$ cat src/rtl/riscv_pipe_pkg.sv
// Shared pipeline definitions: control bundle layout, ALUOp classes and width defaults.
package riscv_pipe_pkg;

  localparam int DATA_W_DEF = 64;
  localparam int REG_W_DEF  = 5;
  localparam int CTRL_W     = 8;

  typedef enum logic [1:0] {
    ALUOP_ADD   = 2'b00,
    ALUOP_SUB   = 2'b01,
    ALUOP_FUNCT = 2'b10
  } alu_op_e;

  // Field order matches the packed bundle {ALUSrc, MemToReg, RegWrite, MemRead, MemWrite, Branch, ALUOp}
  typedef struct packed {
    logic       alu_src;
    logic       mem_to_reg;
    logic       reg_write;
    logic       mem_read;
    logic       mem_write;
    logic       branch;
    logic [1:0] alu_op;
  } ctrl_t;

endpackage

$ cat src/rtl/load_use_detect.sv
// Combinational load-use hazard detection between the load in EX and the instruction in ID.
module load_use_detect #(
  parameter int REG_W = 5
) (
  input  logic             ex_MemRead,
  input  logic [REG_W-1:0] ex_rd,
  input  logic [REG_W-1:0] id_rs1,
  input  logic [REG_W-1:0] id_rs2,
  input  logic             flush,
  output logic             raw,
  output logic             hazard_stall
);

  // Both sources are compared whatever the format; a load into x0 never creates a dependency.
  assign raw = ex_MemRead && (ex_rd != '0) && ((ex_rd == id_rs1) || (ex_rd == id_rs2));
  assign hazard_stall = raw && !flush;

endmodule

$ cat src/rtl/id_ex_stage.sv
// ID/EX pipeline register with load-use stall, flush bubble injection and a saturating bubble counter.
module id_ex_stage
  import riscv_pipe_pkg::*;
#(
  parameter int DATA_W = DATA_W_DEF,
  parameter int REG_W  = REG_W_DEF,
  parameter int CNT_W  = 16
) (
  input  logic              clk,
  input  logic              reset,
  input  logic              id_ALUSrc,
  input  logic              id_MemToReg,
  input  logic              id_RegWrite,
  input  logic              id_MemRead,
  input  logic              id_MemWrite,
  input  logic              id_Branch,
  input  logic [1:0]        id_ALUOp,
  input  logic [DATA_W-1:0] id_pc,
  input  logic [DATA_W-1:0] id_rs1_data,
  input  logic [DATA_W-1:0] id_rs2_data,
  input  logic [DATA_W-1:0] id_imm,
  input  logic [REG_W-1:0]  id_rs1,
  input  logic [REG_W-1:0]  id_rs2,
  input  logic [REG_W-1:0]  id_rd,
  input  logic [3:0]        id_funct,
  input  logic              flush,
  output logic              ex_ALUSrc,
  output logic              ex_MemToReg,
  output logic              ex_RegWrite,
  output logic              ex_MemRead,
  output logic              ex_MemWrite,
  output logic              ex_Branch,
  output logic [1:0]        ex_ALUOp,
  output logic [DATA_W-1:0] ex_pc,
  output logic [DATA_W-1:0] ex_rs1_data,
  output logic [DATA_W-1:0] ex_rs2_data,
  output logic [DATA_W-1:0] ex_imm,
  output logic [REG_W-1:0]  ex_rs1,
  output logic [REG_W-1:0]  ex_rs2,
  output logic [REG_W-1:0]  ex_rd,
  output logic [3:0]        ex_funct,
  output logic              ex_valid,
  output logic              hazard_stall,
  output logic [CNT_W-1:0]  bubble_count
);

  ctrl_t id_ctrl;
  ctrl_t ex_ctrl;
  logic  raw;
  logic  bubble;

  load_use_detect #(.REG_W(REG_W)) u_load_use_detect (
    .ex_MemRead   (ex_ctrl.mem_read),
    .ex_rd        (ex_rd),
    .id_rs1       (id_rs1),
    .id_rs2       (id_rs2),
    .flush        (flush),
    .raw          (raw),
    .hazard_stall (hazard_stall)
  );

  assign id_ctrl = '{alu_src:    id_ALUSrc,
                     mem_to_reg: id_MemToReg,
                     reg_write:  id_RegWrite,
                     mem_read:   id_MemRead,
                     mem_write:  id_MemWrite,
                     branch:     id_Branch,
                     alu_op:     id_ALUOp};

  // Flush and raw both turn this slot into a bubble; counting it once covers the flush+raw overlap.
  assign bubble = flush || raw;

  always_ff @(posedge clk or posedge reset) begin
    if (reset) begin
      ex_ctrl      <= '0;
      ex_valid     <= 1'b0;
      ex_pc        <= '0;
      ex_rs1_data  <= '0;
      ex_rs2_data  <= '0;
      ex_imm       <= '0;
      ex_rs1       <= '0;
      ex_rs2       <= '0;
      ex_rd        <= '0;
      ex_funct     <= '0;
      bubble_count <= '0;
    end else begin
      ex_ctrl     <= bubble ? '0 : id_ctrl;
      ex_valid    <= !bubble;
      ex_pc       <= id_pc;
      ex_rs1_data <= id_rs1_data;
      ex_rs2_data <= id_rs2_data;
      ex_imm      <= id_imm;
      ex_rs1      <= id_rs1;
      ex_rs2      <= id_rs2;
      ex_rd       <= id_rd;
      ex_funct    <= id_funct;
      if (bubble && (bubble_count != '1))
        bubble_count <= bubble_count + CNT_W'(1);
    end
  end

  assign ex_ALUSrc   = ex_ctrl.alu_src;
  assign ex_MemToReg = ex_ctrl.mem_to_reg;
  assign ex_RegWrite = ex_ctrl.reg_write;
  assign ex_MemRead  = ex_ctrl.mem_read;
  assign ex_MemWrite = ex_ctrl.mem_write;
  assign ex_Branch   = ex_ctrl.branch;
  assign ex_ALUOp    = ex_ctrl.alu_op;

endmodule
$ cat config.mk
export PLATFORM = sky130hd
export DESIGN_NAME = id_ex_stage
export DESIGN_NICKNAME = d
export VERILOG_FILES = /design/src/rtl/riscv_pipe_pkg.sv /design/src/rtl/load_use_detect.sv /design/src/rtl/id_ex_stage.sv
export SDC_FILE = /design/constraint.sdc
export NUM_CORES = 1
export LEC_CHECK = 0
export ABC_AREA = 1
export BUFFER_PORTS_ARGS = -buffer_cell sky130_fd_sc_hd__buf_2
export CELL_PAD_IN_SITES_DETAIL_PLACEMENT = 1
export CELL_PAD_IN_SITES_GLOBAL_PLACEMENT = 1
export CORE_AREA = 2 2 231 233
export DETAILED_ROUTE_END_ITERATION = 10
export DIE_AREA = 0 0 233 235
export PLACE_DENSITY = 0.46
export SYNTH_ARGS = -nofsm -noshare
export SYNTH_HDL_FRONTEND = slang
export SYNTH_SLANG_ARGS = --single-unit
export TNS_END_PERCENT = 5
$ cat constraint.sdc
create_clock -name clk -period 18.3 [get_ports clk]
set_clock_uncertainty 0.05 [all_clocks]
set_input_delay 0.915 -clock clk [delete_from_list [all_inputs] [get_ports clk]]
set_output_delay 0.915 -clock clk [all_outputs]
set_load 0.005 [all_outputs]
# Word level (Yosys, flattened, before mapping)
# Cells that the tools add are included.
# word_totals
mem_count	0
output_inout_bits	301
rom_bits	0
register_bits	300
latch_bits	0
ram_bits	0
# op_classes
n_reduce_logical	9
mul	0
div_mod_pow	0
add_sub_neg	1
magnitude_cmp	0
shifts	0
n_bitwise	0
eq_ne	3
mux	1
# ops
operator	count
$add A16 B1 Y16 const B	1
$ne A16 B16 Y1 const B	1
$eq A5 B5 Y1	2
$mux W8	1
$reduce_bool A5 Y1	1
$logic_and A1 B1 Y1	4
$logic_not A1 Y1	2
$logic_or A1 B1 Y1	2

# Logic depth before layout (Yosys ltp)
# Gate-level depths: netlist of run 1.
# depth
depth_word	5
ltp_mapped	12
ltp_nobuf	11

# Cells and area by module
# A second synthesis of run 1 with hierarchy kept.
# unflattened
cells_unflattened	499
hier_area_um2	8413.1
# modules_own_cells
module	n_inst	cells_per_inst	area_each_um2	seq_area_each_um2
id_ex_stage	1	446	8194.1	7507.2
load_use_detect	1	53	219.0	0.0

# Worst setup path before layout of run 1
# OpenSTA, ideal clock, no wires.
# synth_path
path_kind	input -> output
startpoint	in id_rs1[2]
endpoint	out hazard_stall
t_arrival_ps	1407
slack_ps	15928
cell_stages	8
path_cell_list	inv_1 -> nand2_1 -> nand2_1 -> nor2_1 -> nand3_1 -> nand2_1 -> nand2_1 -> nor2_1
# synth_between
elab_chain_cells	4
# synth_rtl
element	line	source
start, declared	id_ex_stage.sv:22	input logic [REG_W-1:0] id_rs1,
$eq A5 B5 Y1	load_use_detect.sv:15	assign raw = ex_MemRead && (ex_rd != '0) && ((ex_rd == id_rs1) || (ex_rd == id_rs2));
$logic_or A1 B1 Y1	load_use_detect.sv:15	
$logic_and A1 B1 Y1	load_use_detect.sv:15	
$logic_and A1 B1 Y1	load_use_detect.sv:16	assign hazard_stall = raw && !flush;
end, declared	id_ex_stage.sv:43	output logic hazard_stall,
# No other way between the ends.

==> results of run 1 <==
==> flip-flops by register name, indices dropped and copies added, names as in the netlist <==
register and cells:
bubble_count 16, ex_ALUOp 2, ex_ALUSrc 1, ex_Branch 1
ex_MemRead 1, ex_MemToReg 1, ex_MemWrite 1, ex_RegWrite 1
ex_funct 4, ex_imm 64, ex_pc 64, ex_rd 5
ex_rs1 5, ex_rs1_data 64, ex_rs2 5, ex_rs2_data 64
ex_valid 1
==> metrics by stage <==
step / power (mW) / setup slack (ns) / instances / hold WS (ns)
floorplan: 0.7595 / 9.046 / 487 / 0.4346
global placement: 0.8479 / 14.82 / 1759 / 0.4469
detailed placement: 0.8498 / 14.80 / 1759 / 0.4648
CTS: 1.569 / 15.41 / 1820 / 0.3749
global route: 1.609 / 15.14 / 1823 / 0.3851
finish: 1.529 / 15.58 / 1824 / 0.4292
==> final cells by class <==
class,count,share of cell area [%]
flip-flops and latches,300,56.26
repair buffers,589,22.15
clock buffers,49,7.802
well taps,688,6.452
multi-input cells,145,5.345
inverters,37,1.116
clock inverters,12,0.7971
diodes,4,0.07502
==> worst min-delay path by stage <==
stage | startpoint | endpoint | cells past startpoint
6_report | reset | ex_rs2_data[9] | 2
5_1_grt | id_rd[3] | ex_rd[3] | 1
4_1_cts | id_rd[0] | ex_rd[0] | 1
3_5_place_dp | bubble_count[15] | bubble_count[15] | 2
3_3_place_gp | bubble_count[15] | bubble_count[15] | 2
2_1_floorplan | bubble_count[15] | bubble_count[15] | 2
==> Yosys cell counts, drive strengths merged <==
| master | count | area [um2] |
|---|---|---|
| nor3b | 1 | 7.510 |
| xnor2 | 3 | 26.28 |
| nand2 | 73 | 291.5 |
| dfrtp | 300 | 7507 |
| and2 | 1 | 8.760 |
| nor2 | 25 | 117.6 |
| o21ai | 1 | 5.000 |
| nand4 | 3 | 18.77 |
| ha | 1 | 12.51 |
| buf | 5 | 50.04 |
| nor3 | 4 | 25.02 |
| nand3 | 25 | 130.1 |
| xor2 | 8 | 70.07 |
| inv | 37 | 141.4 |
==> metal layers <==
metal  track usage (%)  vias up
li1                  -     2744
met1             12.33     3047
met2             21.86      321
met3             5.267       60
met4             4.671        6
met5                 0        -
==> power by group <==
group / total (mW) / switching (mW) / internal (mW)
Combinational: 0.115 / 0.0616 / 0.0536
Sequential: 0.718 / 0.0172 / 0.701
Clock: 0.696 / 0.283 / 0.413
Total: 1.53 / 0.361 / 1.17
==> cell families (layout without fill, tap and decap cells) <==
kind of cell | Yosys count | in the layout | share of synthesized area [%]
other | 0 | 4 | 0
buffers and inverters | 42 | 687 | 2.276
adders and majority gates | 1 | 1 | 0.1487
DFF | 300 | 300 | 89.25
xor gates and xnor gates | 11 | 11 | 1.145
AOI/OAI and AO/OA | 1 | 1 | 0.05944
and+or+nand+nor | 132 | 132 | 7.125
==> worst max-delay path, delay by kind of cell <==
kind,cells,cell delay [ns]
buf+inv,4,2.18
==> results.py, run 1 <==
metrics = {
    "clock_network": {
        "cts_tree": "built",
        "clkTransAtPathRegs_ns": 0.06,
        "cts_htree_levels": 2,
        "clkSinkCount": 300,
        "cts_hold_buf": 0,
        "postCtsSetupRepairBufs": 0,
        "cts_max_path_buffers": 3,
        "cts_made_buffers": 36,
        "cts_resized": 0,
        "cts-root-buf": "clkbuf_16",
        "clock_latency_ns": 0.54,
    },
    "logic_synthesis": {
        "synthesis.area_um2": 8412,
        "synth_cells": 487,
        "synth.avg_cell_area_um2": 17.27,
        "synth_cell_type_count": 25,
        "synth_seq_area_share_pct": 89.25,
        "syn_nets": 774,
        "yosys_warnings": 0,
        "ys_ff_latch": 300,
    },
    "routing": {
        "viasPerCell": 3.387,
        "wl_per_cell_um": 18.73,
        "routed_wl_um": 34160,
        "wl_met2_um": 17840,
        "vias": 6178,
        "wl_met1_um": 11670,
        "drc": 0,
        "routed.top_layer": "met5",
        "ant_nets": 0,
        "first_pass_iters": 4,
        "met3WireLength_um": 3754,
        "drtIter0Drc": 163,
    },
    "place": {
        "placed_area_um2": 12190,
        "place.gp.congestion": 0.8186,
        "dp_hpwl_um": 27420,
        "io_buffers": 586,
    },
    "setup_path": {
        "r2r_slack_ns": 16.20,
        "endpoint_kind": "async pin",
        "reg2reg_to": "bubble_count[10]",
        "worstPathRequired_ns": 18.81,
        "max_stage_delay_ns": 0.81,
        "rr_startpoint": "ex_rd[0]",
        "startpoint": "reset",
        "path_common_cell": "buf_4",
        "endpoint": "ex_pc[4]",
        "critPathKind": "primary input to async pin",
        "crit_path_start_kind": "primary input",
        "crit_fanout": 101,
        "slowest_stage": "buf_4",
        "worstPathCellList": "buf_2 -> inv_8 -> buf_4 -> buf_4",
        "critPathArrivalTime_ns": 3.22,
        "reg2reg_depth": 10,
    },
    "timing": {
        "timing.fmax_mhz": 368.3,
        "setup_viol": 0,
        "rsz0062_at_grt": "false",
        "slew_headroom_pct": 39.16,
        "fin_tns_setup_ns": 0,
        "worstMarginPinSlew_ns": 0.9125,
        "fin_crit_ns": 2.715,
        "period_share_pct": 14.84,
        "final_max_slew_viol_count": 0,
        "finalHoldViolCount": 0,
    },
    "cells_and_area": {
        "nFillCells": 5951,
        "final_common_cell": "buf_2",
        "syn2layout_area_growth_pct": 58.62,
        "finalInstanceArea_um2": 13340,
        "fin_util_pct": 25.54,
        "seqCellArea_um2": 7507,
        "layout.nets": 1396,
        "final_cell_mix": "586 x buf_2, 300 x dfrtp_1, 70 x nand2_1",
        "drive_gt1_share_pct": 58.13,
        "multi_input_area_um2": 713.2,
    },
    "global_routing": {
        "track_usage_pct": 12.18,
        "grt_pass1_wl_um": 47970,
        "grt_overflow": 0,
        "grt_max_degree": 102,
        "antenna_found_initial": 11,
        "grt_pass1_vias": 6925,
    },
    "floorplan": {
        "rows": 84,
        "dieArea_um2": 54760,
        "coreArea_um2": 52240,
        "fp.dieH_um": 235,
        "initial_utilization_pct": 16.10,
        "die_x_um": 233,
        "io_pins": 587,
    },
    "power_and_ir_drop": {
        "ir_drop_uv": 62.85,
        "powerDensity_nw_per_um2": 114.6,
        "power.leakage_nw": 7.004,
    },
    "status": {
        "status": "finished clean",
    },
    "hold_path": {
        "hp-class": "primary input to async pin",
    },
    "run": {
        "maxCapViolCount": 0,
    },
}
No activity file was read; power rests on OpenSTA's default activity.
==> run 2: changes to the inputs <==
Settings changed: ABC_AREA 1 to 0, CORE_AREA 2 2 231 233 to 2 2 228 230, DIE_AREA 0 0 233 235 to 0 0 230 232.
Clock period 18.3 ns to 2.5 ns, I/O delays scaled along.
==> run 2 against run 1 <==
Compared with the run above: setup slack worse by 15 ns; critical path type is now flop to flop; global-route usage rose by 1.0 points; hold slack got worse by 0.26 ns; critical path depth up 1.
==> results.py, run 2 <==
metrics = {
    "status": {
        "status": "finished clean",
    },
    "floorplan": {
        "dieArea_um2": 53360,
        "io_pins": 587,
        "rows": 83,
        "coreArea_um2": 50890,
        "die_x_um": 230,
        "initial_utilization_pct": 15.96,
        "fp.dieH_um": 232,
    },
    "logic_synthesis": {
        "synth_top_area_share_pct": 92.44,
        "synth_flop_cell": "dfrtp_1",
        "synth_cell_type_count": 29,
        "synthMostInstantiatedCell": "dfrtp_1",
        "synth_edf_count": 0,
        "synth_cells": 387,
        "yosys_warnings": 0,
        "ys_ff_latch": 300,
        "syn_nets": 674,
        "synth_seq_area_share_pct": 92.44,
        "synth_area_leaders": "dfrtp_1 92%, xnor2_1 1.1%, xor2_1 1.1%, and2_1 0.77%, nand2_1 0.51%",
        "synth.avg_cell_area_um2": 20.99,
        "synth_largest_area_cell": "dfrtp_1",
        "synthesis.area_um2": 8122,
        "synth_common_cells": "300 x dfrtp_1, 11 x nand2_1, 10 x and2_1, 10 x xnor2_1, 10 x xor2_1",
        "synth-async-reset-ratio_pct": 100.0,
    },
    "hold_path": {
        "holdPathStages": 2,
        "hp-class": "primary input to flop",
        "holdPathEnd": "ex_rs2_data[7]",
        "hp-start": "id_rs2_data[7]",
    },
    "power_and_ir_drop": {
        "power.leakage_nw": 8.057,
        "ir_drop_uv": 454.0,
        "intPower_mw": 9.619,
        "finalPower_mw": 12.50,
        "switching_share_pct": 23.05,
        "pwr-share-seq_pct": 42.2,
        "power_frac_comb_pct": 10.2,
        "clock_power_share_pct": 47.6,
        "powerDensity_nw_per_um2": 764.7,
        "p_sw_mw": 2.881,
    },
    "cells_and_area": {
        "multi_input_area_um2": 590.6,
        "finalInstanceArea_um2": 16350,
        "layout.nets": 1602,
        "fin_util_pct": 32.12,
        "nFillCells": 5640,
        "drive_gt1_share_pct": 50.41,
        "final_cell_mix": "586 x buf_2, 300 x dfrtp_1, 286 x dlygate4sd3_1",
        "final_common_cell": "buf_2",
        "layoutNonFillerInstCount": 2026,
        "seqCellArea_um2": 7507,
        "syn2layout_area_growth_pct": 101.3,
    },
    "setup_path": {
        "r2r_slack_ns": 0.19,
        "path_delay_family": "simple AND/OR/NAND/NOR gates",
        "endpoint_kind": "flop",
        "slowest_stage": "or4_1",
        "rr_startpoint": "ex_rd[0]",
        "crit_path_start_kind": "flop",
        "worstPathCellList": "or4_1 -> o21a_1 -> a21oi_4 -> and2_1 -> dlygate4sd3_1",
        "max_stage_delay_ns": 0.55,
        "critPathArrivalTime_ns": 2.73,
        "crit_fanout": 9,
        "reg2reg_depth": 5,
        "critPathKind": "flop to flop",
        "reg2reg_to": "ex_MemRead",
        "path_buf_inv": 1,
        "worstPathRequired_ns": 2.92,
    },
    "global_routing": {
        "grt_overflow": 0,
        "grt_pass1_vias": 8091,
        "antenna_found_initial": 4,
        "track_usage_pct": 13.21,
        "grt_pass1_wl_um": 52370,
        "grt_max_degree": 71,
    },
    "clock_network": {
        "cts_tree": "built",
        "clkTransAtPathRegs_ns": 0.06,
        "cts_max_path_buffers": 3,
        "cts_htree_levels": 2,
        "postCtsSetupRepairBufs": 0,
        "cts-root-buf": "clkbuf_16",
        "clkSinkCount": 300,
        "clock_latency_ns": 0.54,
        "cts_made_buffers": 38,
    },
    "routing": {
        "viasPerCell": 3.429,
        "drtIter0Drc": 150,
        "drc": 0,
        "routed_wl_um": 35810,
        "wl_per_cell_um": 17.68,
        "vias": 6947,
        "ant_nets": 0,
        "first_pass_iters": 4,
    },
    "place": {
        "post-place-ws_ns": 0.2792,
        "dp_hpwl_um": 26050,
        "io_buffers": 586,
        "dp_cells": 1669,
        "place.gp.congestion": 0.7786,
        "placed_area_um2": 12090,
    },
    "timing": {
        "fin_crit_ns": 2.313,
        "setup_viol": 0,
        "fin_ws_ns": 0.1872,
        "slew_headroom_pct": 59.63,
        "final_max_slew_viol_count": 0,
        "worstMarginPinSlew_ns": 0.6042,
        "finalHoldViolCount": 0,
        "timing.fmax_mhz": 432.4,
        "period_share_pct": 92.51,
        "rsz0062_at_grt": "false",
    },
    "run": {
        "maxCapViolCount": 0,
    },
}
[run 2: cell count changes after synthesis, sizes merged, moves of 3 or more]
cell   delta
and2      +9
buf       -3
and3      +4
inv      -34
nor2     -22
nand3    -21
nor4      +5
nand2    -62
xnor2     +7
[run 2: kinds of logic after synthesis]
family                   Yosys count  share of synthesized area, %
adder cells (fa/ha/maj)            1                        0.1540
buffers and inverters              5                        0.2927
XOR/XNOR                          20                         2.157
AND/OR/NAND/NOR                   48                         3.482
AO/OA/AOI/OAI                     11                         1.202
flip-flops                       300                         92.44
multiplexers                       2                        0.2773
[run 2: what timing repair did]
item | CTS | global route
hold endpoints to repair | 326 | 0
hold buffers | 286 | 0
gates resized for setup | 0 | 0
setup endpoints to repair | 0 | 0
[run 2: worst max path at each step]
stage	start	end	slack (ns)	cells after the start
2_1_floorplan	reset	bubble_count[0]	-1.66	1
3_3_place_gp	ex_rd[0]	bubble_count[1]	0.33	5
3_5_place_dp	ex_rd[0]	bubble_count[1]	0.28	5
4_1_cts	ex_rd[0]	ex_MemRead	0.13	5
5_1_grt	ex_rd[0]	ex_MemRead	0.08	5
6_report	ex_rd[0]	ex_MemRead	0.19	5
[run 2: power groups by stage]
stage	Clock [mW]	Combinational, mW	Sequential [mW]
after floorplan	0	0.185	5.39
after global routing	6.39	1.40	5.30
final	5.96	1.27	5.28
after global placement	0	0.917	5.34
after detailed placement	0	0.921	5.36
after CTS	6.17	1.30	5.27
[run 2: area by class of cell]
class                           count  area share (%)
Tap cell                          680           5.205
Sequential cell                   300           45.92
Timing Repair Buffer              890           36.66
Clock inverter                     21           1.799
Inverter                            3         0.09185
Antenna cell                        1         0.01531
Clock buffer                       49           6.690
Multi-Input combinational cell     82           3.613
[run 2: per-stage QoR]
step | hold WS (ns) | TNS (ns)
final | 0.1717 | 0
after global routing | 0.1363 | 0
after CTS | 0.1158 | 0
after detailed placement | 0.1780 | 0
after global placement | 0.1701 | 0
after floorplan | 0.1064 | -498.62
[run 2: routing by layer]
layer	track usage, %	wire length (um)	vias up
li1	-	-	3120
met1	13.94	12860	3441
met2	24.63	19300	323
met3	4.187	2673	57
met4	4.536	936	6
met5	0	44	-
==> run 3: changes to the inputs <==
Settings changed: BUFFER_PORTS_ARGS -buffer_cell sky130_fd_sc_hd__buf_2 to -buffer_cell sky130_fd_sc_hd__buf_4, CORE_AREA 2 2 228 230 to 2 2 227 229, DIE_AREA 0 0 230 232 to 0 0 229 231.
Clock period 2.5 ns to 3 ns, I/O delays scaled along.
==> run 3 against run 2 <==
Compared with the run above: total power down 20%; sequential power down 16%; clock-buffer cell count up 8; global-route usage up 0.59 points; combinational power about the same; wire length up 3.2%; hold slack better by 0.037 ns; first-iteration DRC count up 0.67%; critical path depth unchanged; sequential cell count unchanged; final cell count down 0.49%; maximum frequency down 3.7%; largest power group is now registers.
==> results.py, run 3 (synthesis results as in run 2) <==
metrics = {
    "clock_network": {
        "cts_htree_levels": 2,
        "cts_made_buffers": 36,
        "cts_max_path_buffers": 3,
        "clkSinkCount": 300,
        "clkTransAtPathRegs_ns": 0.06,
        "cts_resized": 0,
        "postCtsSetupRepairBufs": 0,
        "cts_hold_buf": 286,
        "cts_tree": "built",
        "cts-root-buf": "clkbuf_16",
        "clock_latency_ns": 0.53,
    },
    "global_routing": {
        "track_usage_pct": 13.80,
        "antenna_found_initial": 2,
        "grt_pass1_wl_um": 54250,
        "grt_overflow": 0,
        "grt_max_degree": 47,
        "grt_pass1_vias": 8158,
    },
    "routing": {
        "wl_per_cell_um": 18.32,
        "drtIter0Drc": 151,
        "drc": 0,
        "first_pass_iters": 3,
        "routed_wl_um": 36940,
        "vias": 6916,
        "viasPerCell": 3.431,
        "ant_nets": 0,
    },
    "setup_path": {
        "path_delay_family": "simple AND/OR/NAND/NOR gates",
        "crit_path_start_kind": "flop",
        "worstPathRequired_ns": 3.42,
        "endpoint": "ex_MemRead",
        "endpoint_kind": "flop",
        "crit_fanout": 11,
        "reg2reg_depth": 5,
        "cp.depth": 5,
        "critPathArrivalTime_ns": 2.82,
        "rr_startpoint": "ex_rd[0]",
        "r2r_slack_ns": 0.60,
        "path_buf_inv": 1,
        "reg2reg_to": "ex_MemRead",
        "max_stage_delay_ns": 0.56,
        "slowest_stage": "dlygate4sd3_1",
        "startpoint": "ex_rd[0]",
        "worstPathCellList": "or4_1 -> o21a_1 -> a21oi_4 -> and2_1 -> dlygate4sd3_1",
        "critPathKind": "flop to flop",
    },
    "place": {
        "place.gp.congestion": 0.8048,
        "post-place-ws_ns": 0.7388,
        "dp_hpwl_um": 26500,
        "dp_cells": 1667,
        "io_buffers": 586,
    },
    "cells_and_area": {
        "fin_util_pct": 34.67,
        "layoutNonFillerInstCount": 2016,
        "drive_gt1_share_pct": 49.51,
        "syn2layout_area_growth_pct": 116.3,
        "final_common_cell": "buf_4",
        "layout.nets": 1598,
        "final_cell_mix": "599 x buf_4, 300 x dfrtp_1, 286 x dlygate4sd3_1",
    },
    "timing": {
        "worstMarginPinSlew_ns": 0.8936,
        "final_max_slew_viol_count": 0,
        "setup_viol": 0,
        "fin_ws_ns": 0.5994,
        "timing.fmax_mhz": 416.6,
        "fin_crit_ns": 2.401,
        "period_share_pct": 80.02,
        "finalHoldViolCount": 0,
        "rsz0062_at_grt": "false",
        "fin_tns_setup_ns": 0,
        "slew_headroom_pct": 40.30,
    },
    "status": {
        "status": "finished clean",
    },
    "floorplan": {
        "coreArea_um2": 50680,
        "dieArea_um2": 52900,
        "io_pins": 587,
        "initial_utilization_pct": 16.03,
        "rows": 83,
        "die_x_um": 229,
        "fp.dieH_um": 231,
    },
    "hold_path": {
        "hp-class": "primary input to flop",
        "holdPathStages": 2,
    },
    "power_and_ir_drop": {
        "intPower_mw": 7.730,
        "p_sw_mw": 2.317,
        "powerDensity_nw_per_um2": 571.8,
        "power_frac_comb_pct": 12.9,
        "clock_power_share_pct": 43.2,
        "pwr-share-seq_pct": 43.9,
        "power.leakage_nw": 8.430,
        "switching_share_pct": 23.06,
        "ir_drop_uv": 336.1,
    },
    "run": {
        "maxCapViolCount": 0,
    },
}
## run 3: power groups by stage
stage | Clock, mW | Combinational [mW] | Sequential [mW]
final | 4.34 | 1.30 | 4.41
after global routing | 4.68 | 1.41 | 4.44
after CTS | 4.50 | 1.32 | 4.41
after detailed placement | 0 | 0.992 | 4.48
after global placement | 0 | 0.985 | 4.47
after floorplan | 0 | 0.154 | 4.49
## run 3: worst min path at each step
stage | start | end
5_1_grt | id_imm[8] | ex_imm[8]
4_1_cts | id_imm[17] | ex_imm[17]
6_report | id_imm[8] | ex_imm[8]
2_1_floorplan | id_funct[0] | ex_funct[0]
3_3_place_gp | id_funct[1] | ex_funct[1]
3_5_place_dp | id_imm[17] | ex_imm[17]
## run 3: through the flow
stage / area (um2) / total power [mW] / hold slack [ns]
2_1_floorplan: 8125 / 4.645 / 0.1314
3_3_place_gp: 13520 / 5.452 / 0.2092
3_5_place_dp: 13520 / 5.469 / 0.2103
4_1_cts: 17570 / 10.23 / 0.1640
5_1_grt: 17570 / 10.52 / 0.1779
6_report: 17570 / 10.05 / 0.2089
## run 3: per-layer routing
metal | GRT usage [%] | vias up | routed length (um)
li1 | - | 3103 | -
met1 | 14.61 | 3425 | 13130
met2 | 25.44 | 320 | 19900
met3 | 4.916 | 66 | 2965
met4 | 4.383 | 2 | 934
met5 | 0 | - | 13
## run 3: final cells by class
class | instances | area (um2)
antenna | 1 | 2.502
multi-input combinational | 82 | 590.6
tap | 680 | 850.8
clock inverter | 5 | 83.83
fill | 5559 | 33110
sequential | 300 | 7507
clock buffer | 57 | 1100
timing repair buffer | 888 | 7420
inverter | 3 | 15.01
